[config.mk]
export PLATFORM = sky130hd
export DESIGN_NAME = word_tx_sched
export DESIGN_NICKNAME = d
export VERILOG_FILES = /design/src/rtl/word_tx_sched_pkg.sv /design/src/rtl/word_tx_sched_word_2_byte.sv /design/src/rtl/word_tx_sched.sv
export SDC_FILE = /design/constraint.sdc
export NUM_CORES = 1
export LEC_CHECK = 0
export ABC_AREA = 1
export CORE_AREA = 2 2 119 75
export DETAILED_ROUTE_END_ITERATION = 7
export DIE_AREA = 0 0 121 77
export PLACE_DENSITY = 0.75
export SLEW_MARGIN = 30
export SYNTH_ARGS = -nofsm -noshare
export SYNTH_HDL_FRONTEND = slang
export SYNTH_SLANG_ARGS = --single-unit
[constraint.sdc]
create_clock -name clk -period 2.6 [get_ports clk]
set_clock_uncertainty 0.15 [all_clocks]
set_input_delay 0.52 -clock clk [delete_from_list [all_inputs] [get_ports clk]]
set_output_delay 0.52 -clock clk [all_outputs]
set_load 0.05 [all_outputs]
[src/rtl/word_tx_sched_pkg.sv]
// word_tx_sched_pkg: shared types and defaults for the word transmit scheduler.
//
// Contents
//   state_t             scheduler FSM states (IDLE, ISSUE, GAP)
//   DEFAULT_FIFO_DEPTH  default byte FIFO depth used by word_tx_sched
package word_tx_sched_pkg;

    typedef enum logic [1:0] {
        IDLE,
        ISSUE,
        GAP
    } state_t;

    localparam int DEFAULT_FIFO_DEPTH = 4;

endpackage

[src/rtl/word_tx_sched_word_2_byte.sv]
// word_2_byte: serialises one 16-bit word into two bytes, low byte first.
//
// Ports
//   clk      in   clock, rising edge
//   rst      in   asynchronous active-high reset
//   word_dv  in   word strobe (one cycle)
//   word     in   16-bit word, sampled when word_dv=1
//   byte_dv  out  byte strobe, high for the two cycles after word_dv
//   byteee   out  byte: word[7:0] in the first cycle, word[15:8] in the second
//
// Word strobes must be at least three cycles apart so the high byte is out
// before the next word arrives.
module word_2_byte (
    input  logic        clk,
    input  logic        rst,
    input  logic        word_dv,
    input  logic [15:0] word,
    output logic        byte_dv,
    output logic [7:0]  byteee
);

    logic       byte_dv_q, byte_dv_d;
    logic [7:0] byte_q, byte_d;
    logic [7:0] hi_q, hi_d;
    logic       hi_pend_q, hi_pend_d;

    always_comb begin
        byte_dv_d = word_dv | hi_pend_q;
        byte_d    = word_dv ? word[7:0] : (hi_pend_q ? hi_q : byte_q);
        hi_d      = word_dv ? word[15:8] : hi_q;
        hi_pend_d = word_dv;
    end

    always_ff @(posedge clk or posedge rst) begin
        if (rst) begin
            byte_dv_q <= 1'b0;
            byte_q    <= 8'd0;
            hi_q      <= 8'd0;
            hi_pend_q <= 1'b0;
        end else begin
            byte_dv_q <= byte_dv_d;
            byte_q    <= byte_d;
            hi_q      <= hi_d;
            hi_pend_q <= hi_pend_d;
        end
    end

    assign byte_dv = byte_dv_q;
    assign byteee  = byte_q;

endmodule

[src/rtl/word_tx_sched.sv]
// word_tx_sched: arbitrates two word requesters onto one word_2_byte serialiser
// and queues the resulting bytes in a first-word-fall-through FIFO.
//
// Ports
//   clk         in   clock, rising edge
//   rst         in   asynchronous active-high reset
//   ce          in   enables new grants (in-flight traffic is unaffected)
//   req0/word0  in   requester 0 valid / word, held until ack0
//   ack0        out  one-cycle accept pulse for requester 0
//   req1/word1  in   requester 1 valid / word, held until ack1
//   ack1        out  one-cycle accept pulse for requester 1
//   out_byte    out  FIFO head byte (0 while empty)
//   out_valid   out  FIFO not empty
//   out_rd      in   pop FIFO head (ignored while empty)
//   busy        out  scheduler active, FIFO non-empty or bytes in flight
//   words_sent  out  accepted-word counter, wraps
module word_tx_sched
    import word_tx_sched_pkg::*;
#(
    parameter int FIFO_DEPTH = DEFAULT_FIFO_DEPTH
) (
    input  logic        clk,
    input  logic        rst,
    input  logic        ce,
    input  logic        req0,
    input  logic [15:0] word0,
    output logic        ack0,
    input  logic        req1,
    input  logic [15:0] word1,
    output logic        ack1,
    output logic [7:0]  out_byte,
    output logic        out_valid,
    input  logic        out_rd,
    output logic        busy,
    output logic [15:0] words_sent
);

    localparam int AW = $clog2(FIFO_DEPTH);
    localparam int CW = AW + 1;
    // A grant needs room for both bytes of the word on top of what is
    // already queued or still on its way from the serialiser.
    localparam logic [CW:0] GRANT_LIMIT = (CW + 1)'(FIFO_DEPTH - 2);

    state_t      state_q;
    logic        last_grant_q;
    logic        ack0_q, ack1_q, word_dv_q;
    logic [15:0] word_q;
    logic [15:0] words_sent_q;

    logic [1:0]    rsv_q, rsv_d;
    logic [7:0]    mem_q [FIFO_DEPTH];
    logic [AW-1:0] wr_ptr_q, wr_ptr_d;
    logic [AW-1:0] rd_ptr_q, rd_ptr_d;
    logic [CW-1:0] count_q, count_d;

    logic       byte_dv;
    logic [7:0] byte_w;
    logic       push, pop, grant, grant_1;

    word_2_byte u_w2b (
        .clk     (clk),
        .rst     (rst),
        .word_dv (word_dv_q),
        .word    (word_q),
        .byte_dv (byte_dv),
        .byteee  (byte_w)
    );

    assign push = byte_dv;
    assign pop  = out_rd && (count_q != '0);

    // On a tie the requester that did not win last time gets the grant.
    assign grant_1 = (req0 && req1) ? ~last_grant_q : req1;
    assign grant   = (state_q == IDLE) && ce && (req0 || req1) &&
                     (({1'b0, count_q} + (CW + 1)'(rsv_q)) <= GRANT_LIMIT);

    always_ff @(posedge clk or posedge rst) begin
        if (rst) begin
            state_q      <= IDLE;
            last_grant_q <= 1'b1;
            ack0_q       <= 1'b0;
            ack1_q       <= 1'b0;
            word_dv_q    <= 1'b0;
            word_q       <= 16'd0;
            words_sent_q <= 16'd0;
        end else begin
            ack0_q    <= 1'b0;
            ack1_q    <= 1'b0;
            word_dv_q <= 1'b0;
            case (state_q)
                IDLE: begin
                    if (grant) begin
                        state_q      <= ISSUE;
                        word_dv_q    <= 1'b1;
                        ack0_q       <= ~grant_1;
                        ack1_q       <= grant_1;
                        word_q       <= grant_1 ? word1 : word0;
                        last_grant_q <= grant_1;
                    end
                end
                ISSUE: begin
                    state_q      <= GAP;
                    words_sent_q <= words_sent_q + 16'd1;
                end
                default: state_q <= IDLE;
            endcase
        end
    end

    // Reserved slots: two per granted word, released one per byte pushed.
    always_comb begin
        count_d  = count_q + CW'(push) - CW'(pop);
        wr_ptr_d = push ? wr_ptr_q + AW'(1) : wr_ptr_q;
        rd_ptr_d = pop ? rd_ptr_q + AW'(1) : rd_ptr_q;
        rsv_d    = rsv_q + (grant ? 2'd2 : 2'd0) - {1'b0, push};
    end

    always_ff @(posedge clk or posedge rst) begin
        if (rst) begin
            count_q  <= '0;
            wr_ptr_q <= '0;
            rd_ptr_q <= '0;
            rsv_q    <= 2'd0;
        end else begin
            count_q  <= count_d;
            wr_ptr_q <= wr_ptr_d;
            rd_ptr_q <= rd_ptr_d;
            rsv_q    <= rsv_d;
        end
    end

    always_ff @(posedge clk) begin
        if (push) mem_q[wr_ptr_q] <= byte_w;
    end

    assign ack0       = ack0_q;
    assign ack1       = ack1_q;
    assign out_valid  = count_q != '0;
    assign out_byte   = out_valid ? mem_q[rd_ptr_q] : 8'd0;
    assign busy       = (state_q != IDLE) || (count_q != '0) || (rsv_q != 2'd0);
    assign words_sent = words_sent_q;

endmodule

After elaboration in Yosys (flattened, before gate mapping)
Memory sizes are Yosys's and may differ from the RTL's.
Index checks and enable logic that the tools add are counted.
{"block": "totals", "rom_bits": 0, "in_bits": 38, "ram_bits": 32, "ff_bits": 65, "mem_count": 1, "latch_bits": 0, "out_inout_bits": 28, "word_cells": 60}
{"memory": "mem_q", "words": 4, "word_bits": 8, "rd": 1, "rd_ports_with_merged_regs": 0, "write_ports": 1, "line": "word_tx_sched.sv:51", "source": "logic [7:0] mem_q [FIFO_DEPTH];"}
{"block": "classes", "bitwise": 3, "multipliers": 0, "add_sub_neg": 8, "n_reduce_logical": 14, "n_mux": 16, "shifts": 0, "eq_ne": 2, "magnitude_cmp": 1, "n_div": 0}
{"cell": "$mux W8", "n": 3}
{"cell": "$add A16 B1 Y16 const B", "n": 1}
{"cell": "$mux W16", "n": 1}
{"cell": "$mux W1", "n": 9}
{"cell": "$reduce_bool A2 Y1", "n": 3}
{"cell": "$logic_and A1 B1 Y1", "n": 5}
{"cell": "$add A2 B1 Y2 const B", "n": 2}
{"cell": "$add A3 B2 Y4", "n": 1}
{"cell": "$le A4 B2 Y1 const B", "n": 1}
{"cell": "$mux W2", "n": 2}
{"cell": "$pmux W2 S2", "n": 1}
{"cell": "$add A3 B1 Y3", "n": 1}
{"cell": "$logic_or A1 B1 Y1", "n": 3}
{"cell": "$reduce_bool A3 Y1", "n": 1}
{"cell": "$sub A3 B1 Y3", "n": 1}
{"cell": "$add A2 B2 Y2", "n": 1}
{"cell": "$eq A2 B1 Y1 const B", "n": 1}
{"cell": "$logic_not A2 Y1", "n": 1}
{"cell": "$ne A2 B2 Y1 const B", "n": 1}
{"cell": "$not A1 Y1", "n": 2}
{"cell": "$reduce_and A2 Y1", "n": 1}
{"cell": "$sub A2 B1 Y2", "n": 1}
{"cell": "$or A1 B1 Y1", "n": 1}

Depth between registers and ports, before layout
Gate-level depths: netlist of the first run.
{"block": "depth", "depth_word": 7, "depth_mapped": 12, "mapped_depth_nobuf": 11}

Cells and area by module
Synthesis of the first run repeated with hierarchy kept, for this count alone.
{"block": "hier_totals", "cells_unflattened": 481, "hier_area_um2": 4466.8}
{"mod": "word_tx_sched", "instances": 1, "area_each_um2": 3694.8, "cells_per_inst": 399}
{"mod": "word_2_byte", "instances": 1, "area_each_um2": 772.0, "cells_per_inst": 82}

Worst setup path before layout of the first run
Ideal clock, no wire load.
{"block": "synth_timing", "path_kind": "register to output", "startpoint": "reg rd_ptr_q[0]", "endpoint": "out out_byte[5]", "path_stages_with_launch": 6, "path_slack_ns": 0.226, "t_required_ns": 1.930, "t_arrival_ns": 1.704, "path_cell_list": "dfrtp_1 buf_2 inv_2 clkbuf_1 o21ai_0 a21oi_1"}
{"block": "synth_between", "elab_chain_len": 2}
{"element": "from (decl)", "line": "word_tx_sched.sv:53", "source": "logic [AW-1:0] rd_ptr_q, rd_ptr_d;"}
{"element": "from (signal assigned)", "line": "word_tx_sched.sv:127", "source": "rd_ptr_q <= rd_ptr_d;"}
{"element": "$mem_v2 Z4 W8"}
{"element": "$mux W8", "line": "word_tx_sched.sv:139", "source": "assign out_byte = out_valid ? mem_q[rd_ptr_q] : 8'd0;"}
{"element": "to (decl)", "line": "word_tx_sched.sv:31", "source": "output logic [7:0] out_byte,"}
No other way between the ends.

Final worst setup path of the first run
{"block": "layout_timing", "startpoint": "reg rd_ptr_q[0]", "endpoint": "out out_byte[3]"}
The elaborated chain is that of the path after synthesis.

==> metrics, run 1 <==
largest net degree at the start of global routing=66; Hold Path Cell Cnt=2; #FFs+latches synth=a little under 100; CP max FO=18; Vias/cell=~4.8; M1 WL=about 4.3 mm; CP Capture Type=output port; first-pass GRT wire length=around 15 mm; Congestion Overflow GR=0; MaxCap Viol Count=0; die area=roughly 9300 um2; Clk pin slew, worst setup/hold paths=60 ps; vias in the first global route=3,027; root buffer cell=clkbuf_16; die span in y=just under 80 um; clk buf depth=2; leakage power=between 2 and 3 nW; unrepaired setup endpoints after global routing=no; HP Class=reg2reg; worst r2r src=count_q[0]; Worst slew margin=between 50 and 60%; top layer in use=met4; Layout area overhead=24.7%; CP top delay family=flip-flops; CTS tree=done; total number of vias=3,077; Hold Violations, Final=0; worst-skew pair later-pin latency=approximately 340 ps; gpl congestion=0.874; Critical Path RT=around 1900 ps; period utilization=approximately 92%; setup TNS=0 ps; post-detail-place hpwl=between 6 and 7 mm; Site Rows=26; worst r2r path cells=11; Synth Net Count=509; Syn. warnings=0; slowest stage cell, crit path=dfrtp_2; maximum clock frequency=between 400 and 500 MHz; remaining antenna violation count=0; DRC viols=0; total core area=around 8000 um2; WS Path Type=reg2out; CP Data Arrival Time=roughly 1700 ps; n_diodes=0; Port Buf Inserts=65; Num Clock Sinks=97; htree depth=3; commonest non-fill, non-tap cell in the layout=nand2_1; DRT iter0 DRCs=170; Hold Slack=between 300 and 400 ps; pins over their slew limit=0; outcome=finished clean; crit path buf inv count=2; overall routing resource usage=20.2%; Worst setup startpoint=rd_ptr_q[0]; worst min-delay path startpoint=u_w2b.hi_q[5]; Post-CTS Hold Fix Bufs=0; Netlist cell types=28; WL/cell=about 13 um; critical path depth=4; Syn Inst Count=459; initial core utilization=52.2%; post-CTS setup buffer count=0; Die Wd=between 100 and 150 um; Mean Syn Cell Area=between 9 and 10 um2; DRT Pass-1 Iters=4; share of layout cells above drive strength 1=~8.3%; worst slew pin tran=602 ps; initial antenna violation count=0; final net count=between 500 and 600; CP Cell Sequence=inv_2 > o21ai_0 > a21oi_1 > buf_4; routed length on met2=~3.7 mm; startpoint types=register; PwrDens=between 1000 and 1500 nW/um2; most frequent cells in the layout=nand2_1 (175), dfrtp_1 (62), clkdlybuf4s50_1 (55); Ports=66; crit-path max cell delay=a little under 600 ps; register area share after synthesis=about 60%; Met3 Wirelength=between 400 and 500 um; total CTS buffers=9; final setup fails=0; Tmin final=2400 ps; synthesized area=between 4000 and 5000 um2; VDD IR max=roughly 0.45 mV; routed wire length=around 8.6 mm; # fillers=approximately 650
per-stage QoR:
stage          area, um2  power, mW  util (%)  worst slack [ps]  instances
3_3_place_gp        5040       4.60      61.2               233        627
4_1_cts             5360       6.10      65.1              3.55        643
6_report            5360       6.05      65.1               204        643
3_5_place_dp        5040       4.72      61.2               199        627
5_1_grt             5360       6.45      65.1              47.1        643
2_1_floorplan       4300       4.03         -               226        459
path summary, 6_finish.rpt:
path | endpoint | slack [ps]
min | u_w2b.hi_q[5] | 320
max in group asynchronous | last_grant_q | 1560
max reg2reg | word_q[4] | 430
min in group asynchronous | words_sent[8] | 430
max | out_byte[3] | 200
min reg2reg | u_w2b.hi_q[5] | 320
report_power, final:
group          switching (mW)  internal (mW)
Sequential              0.382           2.07
Combinational            1.47          0.778
Clock                   0.544          0.803
Total                    2.40           3.65
flip-flops by register name, indices dropped and copies added, names as in the netlist:
register and count:
state_q 2, ack1 1, u_w2b.hi_q 8, rd_ptr_q 2, u_w2b.hi_pend_q 1, rsv_q 2
wr_ptr_q 2, mem_q 32, words_sent 16, ack0 1, last_grant_q 1, u_w2b.byte_dv 1
count_q 3, u_w2b.byteee 8, word_q 16, word_dv_q 1
cells in the mapped netlist (all sizes together):
library cell  number  area share [%]
o21ai             20             2.4
xor2              14             2.9
fa                 2            0.93
dfstp              1            0.61
or2                1            0.15
clkinv             3            0.38
inv               35             3.1
nand3              6            0.70
ha                10             2.9
nand4              2            0.29
dfrtp             64              37
buf               11             1.4
a21oi              8            0.93
nor2              51             4.6
nor3               3            0.35
edfxtp            32              22
xnor2              7             1.4
o211ai             8             1.4
nand2            178              16
clkbuf             3            0.26
area by class of cell:
cell class	count	area [um2]	share of cell area [%]
Clock buffer	10	250	4.67
Clock inverter	6	62.6	1.17
Inverter	38	151	2.82
Multi-Input combinational cell	310	1490	27.8
Sequential cell	97	2590	48.3
Tap cell	112	140	2.61
Timing Repair Buffer	70	676	12.6
worst register-to-register path, delay by kind of cell, from the launching register on:
kind          cells  cell delay (ps)
buf+inv           3              320
flops             1              410
fa+ha+maj         2              690
simple gates      6              500
per-layer routing:
layer	vias up	GRT usage, %
met4	0	5.12
met2	87	29.3
met3	7	5.51
met1	1408	30.2
li1	1575	-
met5	-	0
cell families after synthesis:
family                     after synthesis  share of synthesized area, %
adders and majority gates               12                          3.84
and+or+nand+nor                        241                          21.8
xor gates and xnor gates                21                          4.28
AOI/OAI and AO/OA                       36                          4.75
DFF                                     97                          60.2
buffers and inverters                   52                          5.12
timing repair:
| item | in CTS | in global routing |
|---|---|---|
| setup endpoints to repair | 2 | 8 |
| pin swaps | 0 | 0 |
| resized for setup | 1 | 2 |
(Power assumes the default switching activity.)
==> inputs of run 2 (changes only) <==
CORE_AREA = 2 2 126 79   (was 2 2 119 75)
DIE_AREA = 0 0 128 81   (was 0 0 121 77)
PLACE_DENSITY = 0.71   (was 0.75)
clock period = 2.01 ns   (was 2.6 ns; I/O delays follow)
==> run 2 against run 1 <==
The run now ends with setup timing left. Clock power is 15% higher. Cell count is 4.0% higher. Largest power group is now combinational logic. Total power grew 39%. Final area rose by 6.1%. Largest cell class unchanged. Critical path type unchanged.
==> metrics, run 2 (synthesis gave the netlist of run 1 again) <==
final setup fails=22 (+22); CP Capture Type=output port; initial antenna violation count=0 (unchanged); DRT iter0 DRCs=156 (-8.2%); total core area=9390 um2 (+14%); unrepaired setup endpoints after global routing=yes; crit path buf inv count=2 (unchanged); leakage power=2.66 nW (+5.7%); root buffer cell=clkbuf_16; Site Rows=28 (+7.7%); max reg flops=32 (unchanged); PnR worst setup slack=-58.6 ps (-263 ps); Die Wd=128 um (+5.8%); initial core utilization=45.8% (-6.4 points); MaxCap Viol Count=0 (unchanged); Port Buf Inserts=65 (unchanged); CTS tree=done; post-detail-place hpwl=6.30 mm (+2.2%); DRT Pass-1 Iters=4 (unchanged); crit-path max cell delay=420 ps (-160 ps); die area=10,400 um2 (+11%); setup TNS=-628 ps (-628 ps); die span in y=81 um (+5.2%); final net count=594 (+3.1%); CP Cell Sequence=buf_6 > nor2_1 > nor2_1 > o21ai_1 > a21oi_2 > buf_6; CP max FO=6 (-12); total CTS buffers=9 (unchanged); failing checks=setup timing; Clk pin slew, worst setup/hold paths=70 ps (about the same); worst slew pin tran=490 ps (-112 ps); overall routing resource usage=17.6% (-2.6 points); slowest stage cell, crit path=dfrtp_1; CP top delay family=flip-flops; htree depth=3 (unchanged); utilization after layout=60.6% (-4.5 points); Layout area overhead=32.4%; most frequent cells in the layout=nand2_1 (167), dfrtp_1 (62), clkdlybuf4s50_1 (37); Layout Cells excl Fill=669 (+4.0%); first-pass GRT wire length=14.0 mm (-4.5%); commonest non-fill, non-tap cell in the layout=nand2_1; gpl congestion=0.792 (-9.4%); total number of vias=3,097 (+0.65%); Worst slew margin=67.3% (+7.4 points); maximum clock frequency=slightly below 500 MHz; DRC viols=0 (unchanged); largest net degree at the start of global routing=27 (-59%); CP Data Arrival Time=1520 ps (-210 ps); clk buf depth=2 (unchanged); startpoint types=register; Congestion Overflow GR=0 (unchanged); Num Clock Sinks=97 (unchanged); worst-skew pair later-pin latency=340 ps (about the same); Ports=66 (unchanged); share of layout cells above drive strength 1=21.3% (+13 points); Cells after DPL=648 (+3.3%); WL/cell=12.9 um (-3.5%); period utilization=103%; remaining antenna violation count=0 (unchanged); WS Path Type=reg2out; Hold Violations, Final=0 (unchanged); pins over their slew limit=0 (unchanged); Vias/cell=4.63 (-3.3%); outcome=finished with violations; Hold Slack=293 ps (-26.7 ps); Largest Register=mem_q; PwrDens=1480 nW/um2 (+31%); final instance area=5690 um2 (+6.1%); routed wire length=8.66 mm (+0.43%); placed cell area=5170 um2 (+2.5%); Post-CTS Hold Fix Bufs=0 (unchanged); Critical Path RT=1460 ps (-470 ps); Tmin final=a little over 2000 ps; VDD IR max=0.750 mV (+65%); n_diodes=0 (unchanged); HP Class=in2async; vias in the first global route=2,849 (-5.9%)
[run 2: changes by cell type in the layout (fill, tap and decap cells not counted), moves of 6 or more]
| cell | change |
|---|---|
| clkdlybuf4s50_1 | -18 |
| a21oi_2 | +8 |
| a21oi_1 | -8 |
| buf_4 | +17 |
| o21ai_0 | -16 |
| nor2_1 | -14 |
| o21ai_1 | +13 |
| buf_6 | +17 |
| nor2_2 | +8 |
| nand2_1 | -8 |
| nand2_2 | +7 |
| nor2_4 | +6 |
[run 2: power by group]
group	internal, mW	switching, mW	total, mW
logic	1.49	2.28	3.77
registers	2.68	0.417	3.10
clock network	0.841	0.710	1.55
[run 2: worst paths after layout]
| path | startpoint | end | slack, ps | cells after the start |
|---|---|---|---|---|
| worst max-delay path | rd_ptr_q[0] | out_byte[5] | -60 | 6 |
| worst min-delay path | rst | word_q[7] | 290 | 2 |
| worst max register to register | count_q[0] | word_q[5] | -40 | 11 |
| worst min register to register | u_w2b.hi_q[6] | u_w2b.hi_q[6] | 320 | 2 |
| max in group asynchronous | rst | count_q[0] | 930 | 3 |
| min in group clk | u_w2b.hi_q[6] | u_w2b.hi_q[6] | 320 | 2 |
[run 2: stage by stage]
stage	total power [mW]	setup slack [ps]
finish	8.43	-58.6
global route	8.98	-163
CTS	8.18	-98.5
detailed placement	6.36	-271
global placement	6.22	-179
floorplan	5.29	-173
[run 2: area by class of cell]
class | instances | area (um2)
well taps | 120 | 150
repair buffers | 88 | 855
flip-flops and latches | 97 | 2590
inverters | 38 | 161
clock buffers | 10 | 229
multi-input cells | 310 | 1660
clock inverters | 6 | 43.8
fillers | 783 | 3700
[run 2: repair_timing]
| action | 4_1_cts | 5_1_grt |
|---|---|---|
| buffers inserted | 2 | 1 |
| endpoints found under the hold margin | 0 | 0 |
| resized for setup | 34 | 49 |
| gates cloned | 1 | 1 |
| pin swaps | 3 | 20 |
| endpoints found under the setup margin | 32 | 34 |
[run 2: worst register-to-register path, stage by stage, from the launching register on]
cell and delay, ps:
dfrtp_2 420, ha_4 150, inv_2 30, fa_1 470, inv_1 40, nand2_1 50
nand3_1 90, nor2_2 140, nand2_4 110, buf_12 170, nand2_1 60, nand2_1 60
[run 2: routing by layer]
metal | part of all wire (%) | wire length, um | global-route usage (%)
met3 | 5.5 | 476 | 5.14
met1 | 50 | 4370 | 25.7
met5 | 0 | 0 | 0
met2 | 44 | 3780 | 26.5
met4 | 0.38 | 33 | 3.74
